`config.mk`:
```
export PLATFORM = sky130hd
export DESIGN_NAME = control_sequencer
export DESIGN_NICKNAME = d
export VERILOG_FILES = /design/src/rtl/control_sequencer.sv
export SDC_FILE = /design/constraint.sdc
export NUM_CORES = 1
export LEC_CHECK = 0
export ABC_AREA = 1
export CAP_MARGIN = 20
export CORE_UTILIZATION = 40
export CTS_CLUSTER_SIZE = 25
export DETAILED_ROUTE_END_ITERATION = 10
export GPL_TIMING_DRIVEN = 0
export PLACE_DENSITY = 0.88
export SLEW_MARGIN = 0
export SYNTH_ARGS = -nofsm -noshare
export SYNTH_HDL_FRONTEND = slang
export SYNTH_SLANG_ARGS = --single-unit
export TNS_END_PERCENT = 100
```
`constraint.sdc`:
```
create_clock -name Clock -period 4.5 [get_ports Clock]
set_input_delay 0.45 -clock Clock [delete_from_list [all_inputs] [get_ports Clock]]
set_output_delay 0.45 -clock Clock [all_outputs]
set_load 0.02 [all_outputs]
```
`src/rtl/control_sequencer.sv`:
```
// Hardwired T-state control unit: fetch T0-T2, execute T3-T6, drives every datapath strobe.
// Optional CU_STEP_EN adds a WAIT state so one instruction runs per Step pulse.
module control_sequencer #(
  parameter int COUNT_W = 16
) (
  input  logic               Clock,
  input  logic               clear,
  input  logic [31:0]        IR,
  input  logic               Stop,
  input  logic               Step,
  output logic               PCout,
  output logic               Zhighout,
  output logic               Zlowout,
  output logic               MDRout,
  output logic               HIout,
  output logic               LOout,
  output logic               Cout,
  output logic               PCin,
  output logic               MARin,
  output logic               MDRin,
  output logic               IRin,
  output logic               Yin,
  output logic               Zin,
  output logic               HIin,
  output logic               LOin,
  output logic               IncPC,
  output logic               Read,
  output logic               Gra,
  output logic               Grb,
  output logic               Grc,
  output logic               Rin,
  output logic               Rout,
  output logic [4:0]         opcode,
  output logic               Run,
  output logic               illegal_op,
  output logic [COUNT_W-1:0] instr_count,
  output logic [3:0]         state_dbg_o
);

  typedef enum logic [3:0] {
    S_RST, S_T0, S_T1, S_T2, S_T3, S_T4, S_T5, S_T6, S_ILL, S_HALT, S_WAIT
  } state_e;

  state_e             state_q, state_d;
  logic [COUNT_W-1:0] count_q, count_d;
  logic               retire;

  logic [4:0] op;
  logic cls_r, cls_i, cls_md, cls_un, cls_nop, cls_halt;

  assign op       = IR[31:27];
  assign cls_r    = (op >= 5'b00011) && (op <= 5'b01011);
  assign cls_i    = (op >= 5'b01100) && (op <= 5'b01110);
  assign cls_md   = (op == 5'b01111) || (op == 5'b10000);
  assign cls_un   = (op == 5'b10001) || (op == 5'b10010);
  assign cls_nop  = (op == 5'b11000);
  assign cls_halt = (op == 5'b11001);

`ifdef CU_STEP_EN
  localparam state_e RETIRE_NEXT = S_WAIT;
  logic unused_bits;
  assign unused_bits = ^IR[26:0];
`else
  localparam state_e RETIRE_NEXT = S_T0;
  logic unused_bits;
  assign unused_bits = ^{IR[26:0], Step};
`endif

  always_ff @(posedge Clock) begin
    if (clear) begin
      state_q <= S_RST;
      count_q <= '0;
    end else begin
      state_q <= state_d;
      count_q <= count_d;
    end
  end

  // Retire marks the last execute state; Stop is only looked at there.
  always_comb begin
    state_d = state_q;
    retire  = 1'b0;
    case (state_q)
      S_RST:  state_d = S_T0;
      S_T0:   state_d = S_T1;
      S_T1:   state_d = S_T2;
      S_T2:   state_d = S_T3;
      S_T3: begin
        if (cls_nop || cls_halt)              retire  = 1'b1;
        else if (cls_r || cls_i || cls_md || cls_un) state_d = S_T4;
        else                                  state_d = S_ILL;
      end
      S_T4: begin
        if (cls_un) retire  = 1'b1;
        else        state_d = S_T5;
      end
      S_T5: begin
        if (cls_md) state_d = S_T6;
        else        retire  = 1'b1;
      end
      S_T6:   retire  = 1'b1;
      S_ILL:  state_d = S_T0;
      S_HALT: state_d = S_HALT;
`ifdef CU_STEP_EN
      S_WAIT: if (Step) state_d = S_T0;
`endif
      default: state_d = S_RST;
    endcase
    if (retire) state_d = (Stop || cls_halt) ? S_HALT : RETIRE_NEXT;
    count_d = count_q + COUNT_W'(retire);
  end

  always_comb begin
    {PCout, Zhighout, Zlowout, MDRout, HIout, LOout, Cout} = '0;
    {PCin, MARin, MDRin, IRin, Yin, Zin, HIin, LOin}       = '0;
    {IncPC, Read, Gra, Grb, Grc, Rin, Rout}                = '0;
    opcode     = 5'b00000;
    illegal_op = 1'b0;
    Run        = !(state_q == S_RST || state_q == S_HALT);
    case (state_q)
      S_T0: {PCout, MARin, IncPC, Zin} = '1;
      S_T1: {Zlowout, PCin, Read, MDRin} = '1;
      S_T2: {MDRout, IRin} = '1;
      S_T3: begin
        if (cls_r || cls_i) {Grb, Rout, Yin} = '1;
        else if (cls_md)    {Gra, Rout, Yin} = '1;
        else if (cls_un) begin
          {Grb, Rout, Zin} = '1;
          opcode = op;
        end
      end
      S_T4: begin
        if (cls_r)       {Grc, Rout, Zin} = '1;
        else if (cls_i)  {Cout, Zin} = '1;
        else if (cls_md) {Grb, Rout, Zin} = '1;
        else if (cls_un) {Zlowout, Gra, Rin} = '1;
        if (cls_r || cls_i || cls_md) opcode = op;
      end
      S_T5: begin
        if (cls_md) {Zlowout, LOin} = '1;
        else        {Zlowout, Gra, Rin} = '1;
      end
      S_T6:  {Zhighout, HIin} = '1;
      S_ILL: illegal_op = 1'b1;
      default: ;
    endcase
  end

  assign instr_count = count_q;
  assign state_dbg_o = state_q;

endmodule

```
# Word-level counts from Yosys, hierarchy flattened
# Index checks and enable logic that the tools add are counted.
# totals
inputBits	36
reg_bits	20
# op_classes
muxes	49
n_eq_ne	19
reduce_logical	15
magnitude_cmp	4
n_addsub	1
# ops
cell	n
$pmux 4 s9	1
$mux 1	30
$eq 5x5->1 const B	5
$mux 4	6
$mux 5	4
$add 16x1->16	1
$eq 4x3->1 const B	4
$le 5x4->1 const B	2
$pmux 5 s2	1
$ne 3x3->1 const B	3
$eq 4x2->1 const B	2
$eq 4x4->1 const B	2
$logic_or 1x1->1	8
$pmux 1 s2	4
$pmux 1 s3	2
$eq 5x4->1 const B	1
$ge 5x2->1 const B	1
$ge 5x4->1 const B	1
$eq 4x1->1 const B	1
$logic_not 4->1	1
$pmux 1 s4	1
$reduce_and 4->1	1
$reduce_or 2->1	2
$logic_and 1x1->1	2
2 further kinds	2

# Depth between registers and ports, before layout
# logic_depth
word_depth	9
depth_mapped	15
depth_no_buf	15

# Worst setup path after synthesis
# Ideal clock, no wire load.
# synth_timing
kind	flip-flop to flip-flop
startpoint	register state_q[1] (netlist: state_dbg_o[1])
endpoint	register count_q[12] (netlist: instr_count[12])
arrival_time_ns	2.280
path_stages_with_launch	13
path_slack_ns	2.105
n_path_buf	0
required_time_ns	4.385
cell_sequence	dfxtp_1 > nand2_1 > nor2_1 > nor2_1 > nand3_2 > ha_1 > ha_1 > nand3_1 > nor2_1 > nand3_1 > nor2_1 > a21oi_1 > o21a_1
# synth_between
elab_chain_cells	3
# synth_rtl
element	line_no	source
from (decl)	44	state_e state_q, state_d;
from (signal assigned)	74	state_q <= state_d;
$eq 4x3->1	83	case (state_q)
$pmux 1 s4 *	83	
$add 16x1->16 *	110	count_d = count_q + COUNT_W'(retire);
to (signal assigned)	75	count_q <= count_d;
to (decl)	45	logic [COUNT_W-1:0] count_q, count_d;
# Every way passes the cells marked *; elsewhere a longest branch is shown, timed or not.
# A chain may end at the register's enable or synchronous reset.

# Worst setup path in the final report
# layout_timing
startpoint	input IR[29]
endpoint	output Zin
# layout_between
elab_chain_cells	6
# layout_rtl
element	line_no	source
from (decl)	8	input logic [31:0] IR,
branches (longest 5 deep; another with $ge 5x4->1)	n/a	
$pmux 1 s3 *	120	case (state_q)
to (decl)	23	output logic Zin,
# Mark *: on every way between the ends.

==> metrics.md <==
| Metric | Value |
|---|---|
| Multi-input gate area | ~780 um2 |
| Reg clk slew, reported paths | 0.10 ns |
| Synthesized flop and latch total | 20 |
| Final WL | 3.427 mm |
| Met1 Wirelength | ~1.5 mm |
| H-Tree Depth | 1 |
| Post-synthesis xor/xnor area fraction | roughly 2.5% |
| Synth Area in Compound Gates | between 10% and 20% |
| Highest Signal Layer | met4 |
| Top post-synthesis cells by area | dfxtp_1, nor2_1, nand2_1 |
| # DRC | 0 |
| Critical Path RT | 4.05 ns |
| # hold bufs at CTS | 0 |
| Resize count post-CTS | 0 |
| Die W | between 60 and 70 um |
| Metal2 WL | ~1.7 mm |
| CP max FO | 5 |
| Clock Root Buffer | clkbuf_4 |
| RePlAce Congestion | slightly below 0.9 |
| Detailed placement HPWL | around 2.8 mm |
| Synth Instances | approximately 210 |
| Die footprint | around 3700 um2 |
| Netlist Area Pre-Place | about 1400 um2 |
| N_diodes | 0 |
| Max-cap viol count | 0 |
| Global-route wire length before repair | 5.671 mm |
| Core area | 3178 um2 |
| Critical path endpoint category | primary output |
| Initial drt markers | 75 |
| Crit path DAT | 2.46 ns |
| Filler cells | approximately 290 |
| Largest net degree at the start of global routing | 11 |
| Pwr dens | between 200 and 250 nW/um2 |
| Routed WL per cell | about 11 um |
| IO Pins | 85 |
| Status | complete, no violations |
| RSZ-0062 raised after global routing | false |
| Metal3 WL | about 160 um |
| First-pass DRT Iterations | 4 |
| Latest clock arrival within the worst-skew pair | slightly below 0.3 ns |
| Net Sw Power | approximately 140 uW |
| Starting Density | 43.54% |
| Power share of the sequential group | ~45% |
| Fin crit share | 64.78% |
| Most frequent cells in the layout | clkdlybuf4s50_1, nor2_1, nand2_1 |
| Main combinational cell family by area after synthesis | simple AND/OR/NAND/NOR gates |
| Vias after detailed routing | between 1500 and 2000 |
| Number of global-route vias before repair | around 1300 |
| Commonest non-fill, non-tap cell in the layout | clkdlybuf4s50_1 |
| Setup violators final | 0 |
| Fmax | roughly 0.34 GHz |
| Post-synth top area share | between 20% and 30% |
| Layout cell share with drive strength beyond 1 | between 10% and 20% |
| CTS tree | done |
| Tot Pwr | 418.3 uW |
| Die height | about 61 um |
| Clock tree sinks | 20 |
| Logic pwr share | 36.5% |
| Post-route ant nets | 0 |
| Initial antenna violation count | 0 |
| CTS max path bufs | 2 |
| Cts bufs inserted | 3 |
| Setup Total Neg Slack | 0 ns |
| Worst VDD drop | between 100 and 150 uV |
| CP Launch Type | primary input |
| Final Skew | between 0.001 and 0.0015 ns |
| Hold violation count in the final report | 0 |
| Post-Synth Simple-Gate Area | between 30% and 40% |
| Area leader, netlist | dfxtp_1 |
| HP Class | flop to flop |
| Area growth from synthesis to layout | 44.21% |
| Fin nets | 310 |
| Post-synthesis mux area share | 0% |
| FF+latch area | 400.4 um2 |
| Crit path kind | primary input to primary output |
| Setup Buffers After CTS | 0 |
| Ys Warns | 0 |
| Yosys cell types | 33 |
| # port buffers | 53 |
| Max-slew violations | 0 |
| Fin util | a little over three fifths |
| Total Routing Usage GR | 20.20% |
| Syn_area_per_cell | 6.497 um2 |
| P_int | between 200 and 300 uW |
| Lkg Pwr | ~0.0008 uW |
| Avg Vias per Cell | around 4.8 |
| Clock power share | a little under a fifth |
| Global route total overflow | 0 |
| Seq/Total Area, Yosys | between 20 and 30% |
| Tmin final | roughly 3 ns |
| Sw Ratio | between 30% and 40% |
| Post-synthesis adder-cell area fraction | under 10% |
| Num rows | 20 |
registers in the layout, indices dropped and copies added, names as in the netlist:
register and count:
instr_count 16, state_dbg_o 4
area by class of cell:
| cell class | instances | area share, % |
|---|---|---|
| multi-input cells | 149 | 39.12 |
| repair buffers | 53 | 26.58 |
| flip-flops and latches | 20 | 20.06 |
| inverters | 35 | 6.583 |
| plain buffers | 10 | 3.762 |
| well taps | 44 | 2.759 |
| clock buffers | 3 | 1.129 |
cells in the mapped netlist (all sizes together):
cell type / number
a21boi: 1
a21oi: 11
a221oi: 1
a31o: 1
a31oi: 2
and3: 1
buf: 9
clkbuf: 1
conb: 1
dfxtp: 20
ha: 2
inv: 35
nand2: 43
nand3: 11
nand3b: 1
nand4: 6
nor2: 43
nor3: 6
o21a: 1
o21ai: 10
o21bai: 1
or2: 2
xnor2: 3
xor2: 1
per-layer routing:
metal	up-vias	GRT usage, %
met5	-	0
met4	0	6.169
met3	6	4.051
met2	43	34.38
met1	672	25.74
li1	785	-
critical path, cell delays in order:
cell and delay, ns:
clkdlybuf4s50_1 0.50, nor2_2 0.18, nand2_2 0.10, nand2_2 0.09
nand2_2 0.07, o21ai_2 0.20, a21boi_4 0.27, o21ai_2 0.07
clkdlybuf4s50_1 0.53
worst paths after layout:
check	startpoint	end	slack [ns]	depth (start not counted)
setup reg to reg	state_dbg_o[1]	instr_count[12]	1.99	15
hold / removal	instr_count[3]	instr_count[3]	0.52	2
setup / recovery	IR[29]	Zin	1.59	9
hold reg to reg	instr_count[3]	instr_count[3]	0.52	2
cell families (layout without fill, tap and decap cells):
kind of cell | count (synthesis) | count (layout)
DFF | 20 | 20
AOI/OAI and AO/OA | 28 | 28
xor gates and xnor gates | 4 | 4
buffers and inverters | 45 | 101
other | 1 | 2
adders and majority gates | 2 | 2
and+or+nand+nor | 113 | 113
power groups by stage:
stage                     sequential (uW)  clock (uW)  combinational (uW)
after global placement                190           0                 150
after global routing                  187        91.1                 168
after floorplan                       195           0                87.5
final                                 186        79.7                 153
after CTS                             186        81.4                 153
after detailed placement              190           0                 153
per-stage QoR:
stage | instance area [um2] | std cells | hold slack, ns | setup WS [ns]
after floorplan | 1388 | 214 | 0.5191 | 2.105
after global placement | 1973 | 311 | 0.4837 | 1.483
after detailed placement | 1973 | 311 | 0.4986 | 1.460
after CTS | 1996 | 314 | 0.5170 | 1.616
after global routing | 1996 | 314 | 0.5621 | 1.456
final | 1996 | 314 | 0.5203 | 1.585
Note: power is estimated with default switching activity, not from simulation.
